<file path="config.mk">
export PLATFORM = sky130hd
export DESIGN_NAME = adc_spi_sampler_flat
export DESIGN_NICKNAME = d
export VERILOG_FILES = /design/src/rtl/adc_spi_sampler_if.sv /design/src/rtl/adc_spi_sampler.sv /design/src/flat_wrapper.sv
export SDC_FILE = /design/constraint.sdc
export NUM_CORES = 1
export LEC_CHECK = 0
export CAP_MARGIN = 10
export CORE_MARGIN = 5
export CORE_UTILIZATION = 35
export DETAILED_ROUTE_END_ITERATION = 6
export PLACE_DENSITY_LB_ADDON = 0.25
export SETUP_SLACK_MARGIN = 0.05
export SLEW_MARGIN = 20
export SYNTH_ARGS = -nofsm -noshare
export SYNTH_HDL_FRONTEND = slang
export SYNTH_SLANG_ARGS = --single-unit
</file>
<file path="constraint.sdc">
create_clock -name clk -period 2.3 [get_ports clk]
set_input_delay 0.345 -clock clk [delete_from_list [all_inputs] [get_ports clk]]
set_output_delay 0.345 -clock clk [all_outputs]
set_load 0.01 [all_outputs]
</file>
<file path="src/rtl/adc_spi_sampler_if.sv">
// Signal bundle between the ADC sampler and its surroundings: control inputs,
// the SPI pins of the current-sense ADC, and the published sample stream.
// Sample stream protocol: adc_data_valid is a one-cycle pulse with no ready
// (no back-pressure); adc_data_value is stable from the pulse onward and holds
// until the next pulse. Pulses are always separated by at least one low cycle.
interface adc_spi_sampler_if;
    logic        enable;
    logic        clear_overrun;
    logic        adc_miso;
    logic        adc_csn;
    logic        adc_sclk;
    logic        adc_data_valid;
    logic [15:0] adc_data_value;
    logic        adc_overrun;
    logic [15:0] sample_count;

    // Sampler side.
    modport master (
        input  enable, clear_overrun, adc_miso,
        output adc_csn, adc_sclk, adc_data_valid, adc_data_value,
               adc_overrun, sample_count
    );

    // Consumer / ADC side.
    modport slave (
        output enable, clear_overrun, adc_miso,
        input  adc_csn, adc_sclk, adc_data_valid, adc_data_value,
               adc_overrun, sample_count
    );
endinterface

</file>
<file path="src/rtl/adc_spi_sampler.sv">
// Periodic SPI sampler for a 16-bit current-sense ADC. A free-running period
// counter starts one frame per tick; the frame is shifted in MSB first and
// published with an isolated one-cycle valid pulse. Ticks that arrive while a
// frame is in flight are dropped and flagged on the sticky overrun bit.
module adc_spi_sampler #(
    parameter int unsigned CLK_DIV       = 2,
    parameter int unsigned SAMPLE_PERIOD = 100,
    parameter int unsigned CS_SETUP      = 2,
    parameter int unsigned CS_HOLD       = 2,
    parameter int unsigned FRAME_BITS    = 16
) (
    input  logic                  clk,
    input  logic                  rstn,
    adc_spi_sampler_if.master     bus,
    output logic [2:0]            state_dbg_o
);
    localparam int unsigned PW = (SAMPLE_PERIOD > 2) ? $clog2(SAMPLE_PERIOD) : 1;
    localparam int unsigned BW = $clog2(FRAME_BITS + 1);

    localparam logic [PW-1:0] PERIOD_LAST = PW'(SAMPLE_PERIOD - 1);
    localparam logic [15:0]   SETUP_LAST  = 16'(CS_SETUP - 1);
    localparam logic [15:0]   DIV_LAST    = 16'(CLK_DIV - 1);
    localparam logic [15:0]   HOLD_LAST   = 16'(CS_HOLD - 1);
    localparam logic [BW-1:0] BITS_ALL    = BW'(FRAME_BITS);

    typedef enum logic [2:0] {
        IDLE    = 3'd0,
        SETUP   = 3'd1,
        SHIFT   = 3'd2,
        HOLD    = 3'd3,
        PUBLISH = 3'd4
    } state_e;

    state_e        state_q, state_d;
    logic [PW-1:0] period_q, period_d;
    logic [15:0]   cnt_q, cnt_d;
    logic [BW-1:0] bits_q, bits_d;
    logic          sclk_q, sclk_d;
    logic [15:0]   shift_q, shift_d;
    logic [15:0]   data_q, data_d;
    logic [15:0]   count_q, count_d;
    logic          overrun_q, overrun_d;
    logic          tick;

    // Sample cadence: counter parked at 0 while disabled, wraps on the tick.
    always_comb begin
        tick     = bus.enable && (period_q == PERIOD_LAST);
        period_d = period_q + PW'(1);
        if (!bus.enable || tick) begin
            period_d = '0;
        end
    end

    // Frame sequencer: chip-select setup, SCLK generation and shifting,
    // chip-select hold, then a single publish cycle.
    always_comb begin
        state_d = state_q;
        cnt_d   = cnt_q;
        bits_d  = bits_q;
        sclk_d  = sclk_q;
        shift_d = shift_q;
        data_d  = data_q;
        count_d = count_q;
        case (state_q)
            IDLE: begin
                sclk_d = 1'b0;
                if (tick) begin
                    state_d = SETUP;
                    cnt_d   = '0;
                    bits_d  = '0;
                end
            end
            SETUP: begin
                if (cnt_q == SETUP_LAST) begin
                    state_d = SHIFT;
                    cnt_d   = '0;
                end else begin
                    cnt_d = cnt_q + 16'd1;
                end
            end
            SHIFT: begin
                if (cnt_q == DIV_LAST) begin
                    cnt_d  = '0;
                    sclk_d = ~sclk_q;
                    if (!sclk_q) begin
                        // Rising edge: the ADC has held this bit since the last fall.
                        shift_d = {shift_q[14:0], bus.adc_miso};
                        bits_d  = bits_q + BW'(1);
                    end else if (bits_q == BITS_ALL) begin
                        // Final falling edge ends the frame with SCLK low.
                        state_d = HOLD;
                    end
                end else begin
                    cnt_d = cnt_q + 16'd1;
                end
            end
            HOLD: begin
                if (cnt_q == HOLD_LAST) begin
                    state_d = PUBLISH;
                    cnt_d   = '0;
                    data_d  = shift_q;
                    count_d = count_q + 16'd1;
                end else begin
                    cnt_d = cnt_q + 16'd1;
                end
            end
            PUBLISH: begin
                state_d = IDLE;
            end
            default: begin
                state_d = IDLE;
                sclk_d  = 1'b0;
            end
        endcase
    end

    // Sticky overrun: a tick while busy sets it and beats a simultaneous clear.
    always_comb begin
        overrun_d = overrun_q;
        if (tick && (state_q != IDLE)) begin
            overrun_d = 1'b1;
        end else if (bus.clear_overrun) begin
            overrun_d = 1'b0;
        end
    end

    // State registers; reset abandons any frame in flight without publishing.
    always_ff @(posedge clk or negedge rstn) begin
        if (!rstn) begin
            state_q   <= IDLE;
            period_q  <= '0;
            cnt_q     <= '0;
            bits_q    <= '0;
            sclk_q    <= 1'b0;
            shift_q   <= '0;
            data_q    <= '0;
            count_q   <= '0;
            overrun_q <= 1'b0;
        end else begin
            state_q   <= state_d;
            period_q  <= period_d;
            cnt_q     <= cnt_d;
            bits_q    <= bits_d;
            sclk_q    <= sclk_d;
            shift_q   <= shift_d;
            data_q    <= data_d;
            count_q   <= count_d;
            overrun_q <= overrun_d;
        end
    end

    // Chip select and valid are decoded from the state register, so both
    // return to idle levels the instant reset asserts.
    assign bus.adc_csn        = !((state_q == SETUP) || (state_q == SHIFT));
    assign bus.adc_sclk       = sclk_q;
    assign bus.adc_data_valid = (state_q == PUBLISH);
    assign bus.adc_data_value = data_q;
    assign bus.adc_overrun    = overrun_q;
    assign bus.sample_count   = count_q;
    assign state_dbg_o        = state_q;
endmodule

</file>
<file path="src/flat_wrapper.sv">
// flat-port wrapper written by rule: the top's interface ports become plain ports
module adc_spi_sampler_flat 
#(
    parameter int unsigned CLK_DIV       = 2,
    parameter int unsigned SAMPLE_PERIOD = 100,
    parameter int unsigned CS_SETUP      = 2,
    parameter int unsigned CS_HOLD       = 2,
    parameter int unsigned FRAME_BITS    = 16
)
  (clk, rstn, state_dbg_o, bus_enable, bus_clear_overrun, bus_adc_miso, bus_adc_csn, bus_adc_sclk, bus_adc_data_valid, bus_adc_data_value, bus_adc_overrun, bus_sample_count);
  adc_spi_sampler_if bus_i ();
  input  logic clk;
  input  logic rstn;
  output logic [2:0] state_dbg_o;
  input wire logic [$bits(bus_i.enable)-1:0] bus_enable;
  input wire logic [$bits(bus_i.clear_overrun)-1:0] bus_clear_overrun;
  input wire logic [$bits(bus_i.adc_miso)-1:0] bus_adc_miso;
  output wire logic [$bits(bus_i.adc_csn)-1:0] bus_adc_csn;
  output wire logic [$bits(bus_i.adc_sclk)-1:0] bus_adc_sclk;
  output wire logic [$bits(bus_i.adc_data_valid)-1:0] bus_adc_data_valid;
  output wire logic [$bits(bus_i.adc_data_value)-1:0] bus_adc_data_value;
  output wire logic [$bits(bus_i.adc_overrun)-1:0] bus_adc_overrun;
  output wire logic [$bits(bus_i.sample_count)-1:0] bus_sample_count;
  assign bus_i.enable = bus_enable;
  assign bus_i.clear_overrun = bus_clear_overrun;
  assign bus_i.adc_miso = bus_adc_miso;
  assign bus_adc_csn = bus_i.adc_csn;
  assign bus_adc_sclk = bus_i.adc_sclk;
  assign bus_adc_data_valid = bus_i.adc_data_valid;
  assign bus_adc_data_value = bus_i.adc_data_value;
  assign bus_adc_overrun = bus_i.adc_overrun;
  assign bus_sample_count = bus_i.sample_count;
  adc_spi_sampler #(.CLK_DIV(CLK_DIV), .SAMPLE_PERIOD(SAMPLE_PERIOD), .CS_SETUP(CS_SETUP), .CS_HOLD(CS_HOLD), .FRAME_BITS(FRAME_BITS)) u_core (.clk(clk), .rstn(rstn), .bus(bus_i), .state_dbg_o(state_dbg_o));
endmodule
</file>
==> impl_metrics.tcl, run 1 <==
set metrics [dict create \
    run_status "completed" \
    synth_ff_type "dfrtp_1" \
    min_period_over_period_pct 93.4 \
    worstHoldPathType "input pin to asynchronous set/reset pin" \
    clkTransAtPathRegs_ps 60 \
    crit_path_end_kind "output pin" \
    fin_skew_ps 7.18 \
    netlist.area_leader.share_pct 50.4 \
    synth.area.top_cells "dfrtp_1, mux2_2, mux2_4" \
    grt_pass1_vias 2889 \
    synth.yosys.seq_area_share_pct 50.4 \
    placementRows 39 \
    count_of_buffers_added_by_post_cts_timing_repair_for_setup 0 \
    wire_length_of_the_first_global_routing_pass_mm 14.6 \
    die_area_um2 13700 \
    route.final.wire_length_mm 8.44 \
    worst-path-max-fanout 15 \
    timing.max_slew.rel_slack_pct 48.4 \
    leading_cell_types_by_count_after_synthesis "dfrtp_1, mux2_2, nand2_1" \
    drt_iter0_drc 122 \
    cap_viol_max_count 0 \
    insertedDiodeCount 0 \
    critPathArrivalTime_ps 1800 \
    final-max-slew-violation-count 0 \
    rsz0062_at_grt "no" \
    drcViolationCount 0 \
    track_usage_pct 13.4 \
    dr.pass1.iters 4 \
    die_y_um 117 \
    synth-seq-cells 81 \
    switching_share_pct 22.0 \
    quantity_of_i_o_buffers_inserted_on_ports 43 \
    cts_tree "done" \
    criticalPathCategory "flip-flop to output pin" \
    final_net_count 398 \
    synth_async_sr_flop_share_pct 100 \
    maximum_number_of_pins_on_one_net_before_global_route_repair 43 \
    final_hold_viol_count 0 \
    netlist_instances 339 \
    power.combinational.fraction_pct 2.0 \
    ctsLongestPathBuffers 2 \
    die_width_um 117 \
    hpwl_mm 5.73 \
    globalRouteOverflowTotal 0 \
    synth_top_cell_by_area "dfrtp_1" \
    fmaxAchievable_mhz 466 \
    total_chip_power_mw 2.95 \
    place.gp.congestion 0.804 \
    fin_setup_tns_ps 0 \
    worst_ep_required_time_ps 1960 \
    p_int_mw 2.30 \
    antenna_left 0 \
    clock_power_share_pct 49.3 \
    core_area_um2 11300 \
    antenna_violations_before_repair 0 \
    ys.warnings.count 0 \
    initial_core_util_pct 35.5 \
    post_synth_num_cell_types 61 \
    cts.root.buffer_cell "clkbuf_16" \
    postSynthNetCount 350 \
    numCtsBuffers 9 \
    power.density_nw_per_um2 602 \
    area_growth_pct 22.1 \
    layout_cells_sized_above_1_pct 18.1 \
    cts-htree-levels 3 \
    post-route-min-period_ps 2150 \
    cts_sinks 81 \
    fin_worst_hold_slack_ps 455 \
    post-synth-top-count-cell "dfrtp_1" \
    worst_skew_pair.late_latency_ps 340 \
    total_leakage_power_nw 2.10 \
    viasPerCell 5.30 \
    power_switching_mw 0.650 \
    avgSynthCellArea_um2 11.9 \
    setup-violations-final 0 \
    synthesized_area_um2 4020 \
    ir_drop_uv 367 \
    via_count 2835 \
    boundaryPins 44 \
    wire_per_inst_um 15.8 \
    number_of_flops_mapped_to_enable_cells_by_yosys 0 \
    actual_transition_at_the_worst_max_transition_pin_ps 773 \
    crit_path_start_kind "flip-flop" \
    sequentialPowerShare_pct 48.7 \
]
-- repair_timing --
item	in CTS	in global routing
hold buffers	1	0
setup endpoints to repair	0	2
endpoints found under the hold margin	21	0
resized for setup	0	1
-- worst max-delay path, cell delays in order (launching register included) --
cell	delay (ps)
dfrtp_1	610
nor3b_1	250
clkdlybuf4s50_1	600
-- per-stage QoR --
stage / cell area, um2 / util (%) / setup slack [ps] / cells
floorplan: 4020 / - / 482 / 339
global placement: 4590 / 40.6 / 355 / 518
detailed placement: 4590 / 40.6 / 333 / 518
CTS: 4910 / 43.4 / 95.4 / 535
global route: 4910 / 43.4 / 65.6 / 535
finish: 4910 / 43.4 / 153 / 535
-- cell families (layout without fill, tap and decap cells) --
| family | after synthesis | count (layout) | synth area share (%) |
|---|---|---|---|
| simple gates | 115 | 115 | 19.1 |
| flops | 81 | 81 | 50.4 |
| compound gates | 52 | 52 | 9.21 |
| mux | 35 | 35 | 10.7 |
| buf+inv | 28 | 81 | 3.92 |
| xor+xnor | 22 | 22 | 4.79 |
| fa+ha+maj | 6 | 6 | 1.87 |
-- layout by cell type, fill, tap and decap left out, types with 8 or more instances in the layout --
cell and count:
clkbuf_16 9, nand3_1 18, xnor2_1 9, nor3_1 8
a31oi_1 14, dfrtp_1 80, nor2_1 11, xor2_1 13
clkdlybuf4s50_1 42, mux2_4 10, inv_1 12, nand2_1 20
buf_4 9, mux2_2 20
-- power by group through the flow --
stage | clock network [mW] | registers (mW) | logic [mW]
finish | 1.46 | 1.44 | 0.0583
CTS | 1.50 | 1.44 | 0.0623
global route | 1.56 | 1.44 | 0.0689
global placement | 0 | 1.46 | 0.0594
detailed placement | 0 | 1.47 | 0.0608
floorplan | 0 | 1.46 | 0.0111
-- state kept, by name, summed over array words and instances (netlist names) --
name                       cells
u_core.bus.adc_data_value     16
u_core.bits_q                  5
u_core.bus.sample_count       16
u_core.period_q                7
u_core.bus.adc_sclk            1
u_core.cnt_q                  16
u_core.state_dbg_o             3
u_core.shift_q                16
u_core.bus.adc_overrun         1
-- metal layers --
metal / vias up / GRT usage (%) / part of all wire (%)
met2: 51 / 20.9 / 47
met5: - / 0 / 0
met4: 0 / 6.57 / 2.1
met1: 1424 / 17.0 / 45
li1: 1343 / - / -
met3: 17 / 3.96 / 5.4
-- area by class of cell --
cell class                 count  area (um2)
clock buffer                   9         225
clock inverter                 7        78.8
fill                        1089        6410
inverter                      12        45.0
multi-input combinational    230        1840
sequential                    81        2030
tap                          143         179
timing repair buffer          53         518
-- final timing paths --
kind / start / endpoint / slack, ps / cells after the start
min in group clk: u_core.period_q[0] / u_core.period_q[0] / 460 / 1
max in group asynchronous: rstn / u_core.bus.sample_count[13] / 1290 / 3
setup / recovery: u_core.state_dbg_o[2] / bus_adc_data_valid / 150 / 2
setup reg to reg: u_core.cnt_q[1] / u_core.cnt_q[10] / 300 / 7
hold reg to reg: u_core.period_q[0] / u_core.period_q[0] / 460 / 1
hold / removal: rstn / u_core.period_q[2] / 460 / 2
Power figures use the tool's default switching activity.
==> run 2: changes to the inputs <==
--- a/config.mk
+++ b/config.mk
@@ -9,6 +9,7 @@
 export CORE_MARGIN = 5
 export CORE_UTILIZATION = 35
 export DETAILED_ROUTE_END_ITERATION = 6
+export GPL_TIMING_DRIVEN = 0
 export PLACE_DENSITY_LB_ADDON = 0.25
 export SETUP_SLACK_MARGIN = 0.05
 export SLEW_MARGIN = 20
==> run 2 against run 1 <==
Effect of this change: cell area rose by 1.1%; register-to-register slack got worse by 50 ps; non-clock buffer count rose by 7; sequential power barely moved; clock power barely moved; via count fell by 0.14%; setup slack improved by 51 ps; power fell by 0.94%; first-iteration DRC count rose by 39%; clock skew fell by 2.1 ps; sequential share of layout area fell by 0.46 points; flip-flop and latch count did not move; critical path type unchanged.
==> impl_metrics.tcl, run 2 (synthesized netlist as in run 1, its figures left out) <==
set metrics [dict create \
    setup_slack_ps 204 \
    timing.max_slew.rel_slack_pct 43.7 \
    viasPerCell 5.22 \
    die_area_um2 13700 \
    antenna_violations_before_repair 0 \
    place.gp.congestion 0.825 \
    startpoint_of_the_worst_register_to_register_path "u_core.cnt_q[1]" \
    worst_skew_pair.late_latency_ps 340 \
    cts.root.buffer_cell "clkbuf_16" \
    layout_common_cells "dfrtp_1, clkdlybuf4s50_1, nand2_1, mux2_2, nand3_1" \
    hpwl_mm 6.20 \
    numCtsBuffers 9 \
    final-max-slew-violation-count 0 \
    cts_tree "done" \
    worst-path-max-fanout 10 \
    die_y_um 117 \
    min_period_over_period_pct 91.1 \
    cap_viol_max_count 0 \
    track_usage_pct 14.0 \
    final_hold_viol_count 0 \
    cts_sinks 81 \
    worst_ep_required_time_ps 1960 \
    die_width_um 117 \
    timing.reg2reg.worst_path_depth 7 \
    switching_share_pct 21.5 \
    criticalPathCategory "flip-flop to output pin" \
    power.density_nw_per_um2 590 \
    post-route-min-period_ps 2100 \
    critPathArrivalTime_ps 1750 \
    run_status "completed" \
    route.final.wire_length_mm 8.85 \
    via_count 2831 \
    cts-htree-levels 3 \
    rsz0062_at_grt "no" \
    wire_length_of_the_first_global_routing_pass_mm 15.1 \
    fin_worst_hold_slack_ps 458 \
    holdCritStartpoint "u_core.period_q[0]" \
    power.combinational.fraction_pct 2.0 \
    core_area_um2 11300 \
    boundaryPins 44 \
    total_chip_power_mw 2.93 \
    globalRouteOverflowTotal 0 \
    dr.pass1.iters 4 \
    ctsLongestPathBuffers 2 \
    fmaxAchievable_mhz 477 \
    fin_skew_ps 5.09 \
    clock_power_share_pct 48.8 \
    antenna_left 0 \
    clkTransAtPathRegs_ps 60 \
    crit_path_end_kind "output pin" \
    finalCoreUtilization_pct 43.8 \
    grt_pass1_vias 2954 \
    setup-violations-final 0 \
    worstHoldEndpoint "u_core.period_q[0]" \
    p_int_mw 2.30 \
    total_leakage_power_nw 2.16 \
    drcViolationCount 0 \
    power_switching_mw 0.628 \
    maximum_number_of_pins_on_one_net_before_global_route_repair 51 \
    most_common_library_cell_in_the_layout_ignoring_fill_and_taps "dfrtp_1" \
    placementRows 39 \
    area_growth_pct 23.4 \
    post_route_cell_area_um2 4960 \
    critical_path.reg2reg.endpoint "u_core.bus.adc_data_value[13]" \
    layout_cells_sized_above_1_pct 18.3 \
    final_net_count 405 \
    worstHoldPathType "flip-flop to flip-flop" \
    placed_cells 526 \
    actual_transition_at_the_worst_max_transition_pin_ps 842 \
    count_of_buffers_added_by_post_cts_timing_repair_for_setup 0 \
    dpl_worst_slack_ps 28.7 \
    initial_core_util_pct 35.5 \
    r2r_slack_ps 250 \
    sequentialPowerShare_pct 49.2 \
    drt_iter0_drc 169 \
    fin_setup_tns_ps 0 \
    final-instance-count-excl-fill 542 \
    insertedDiodeCount 0 \
    ir_drop_uv 399 \
    wire_per_inst_um 16.3 \
    quantity_of_i_o_buffers_inserted_on_ports 43 \
    placedInstanceArea_um2 4650 \
    crit_path_start_kind "flip-flop" \
    worst_hold_path.num_cells 1 \
]
## run 2: power by group through the flow
stage	Combinational [mW]	Clock, mW	Sequential [mW]
3_3_place_gp	0.0543	0	1.47
3_5_place_dp	0.0604	0	1.46
4_1_cts	0.0621	1.47	1.44
6_report	0.0589	1.43	1.44
2_1_floorplan	0.0111	0	1.46
5_1_grt	0.0679	1.53	1.44
## run 2: final cells by class
class / instances / area, um2
Buffer: 15 / 110
Clock inverter: 6 / 68.8
Multi-Input combinational cell: 230 / 1840
Sequential cell: 81 / 2030
Tap cell: 143 / 179
Inverter: 12 / 45.0
Timing Repair Buffer: 45 / 468
Clock buffer: 10 / 229
Fill cell: 1084 / 6360
## run 2: layer usage
metal	up-vias	track usage [%]	wire length, um
met3	10	5.24	439
met4	0	4.51	106
met1	1419	17.8	4040
met2	42	22.1	4260
li1	1360	-	-
met5	-	0	0
## run 2: worst max-delay path by stage
stage | from | endpoint | slack, ps
6_report | u_core.state_dbg_o[0] | bus_adc_csn | 200
5_1_grt | u_core.cnt_q[1] | u_core.bus.adc_data_value[13] | 80
4_1_cts | u_core.state_dbg_o[2] | bus_adc_data_valid | 90
3_5_place_dp | bus_enable | u_core.cnt_q[7] | 30
3_3_place_gp | rstn | u_core.bus.adc_data_value[11] | -2130
2_1_floorplan | u_core.cnt_q[1] | u_core.bus.adc_data_value[10] | 480
## run 2: timing repair
action / 4_1_cts / 5_1_grt
hold endpoints to repair: 31 / 0
endpoints found under the setup margin: 2 / 1
hold buffers: 1 / 0
pin swaps: 0 / 0
resized for setup: 1 / 1
## run 2: worst max-delay path: stages, from the launching register on
cell and delay (ps):
dfrtp_1 400, buf_2 200, xor2_1 170, nand2b_1 80, clkdlybuf4s50_1 560
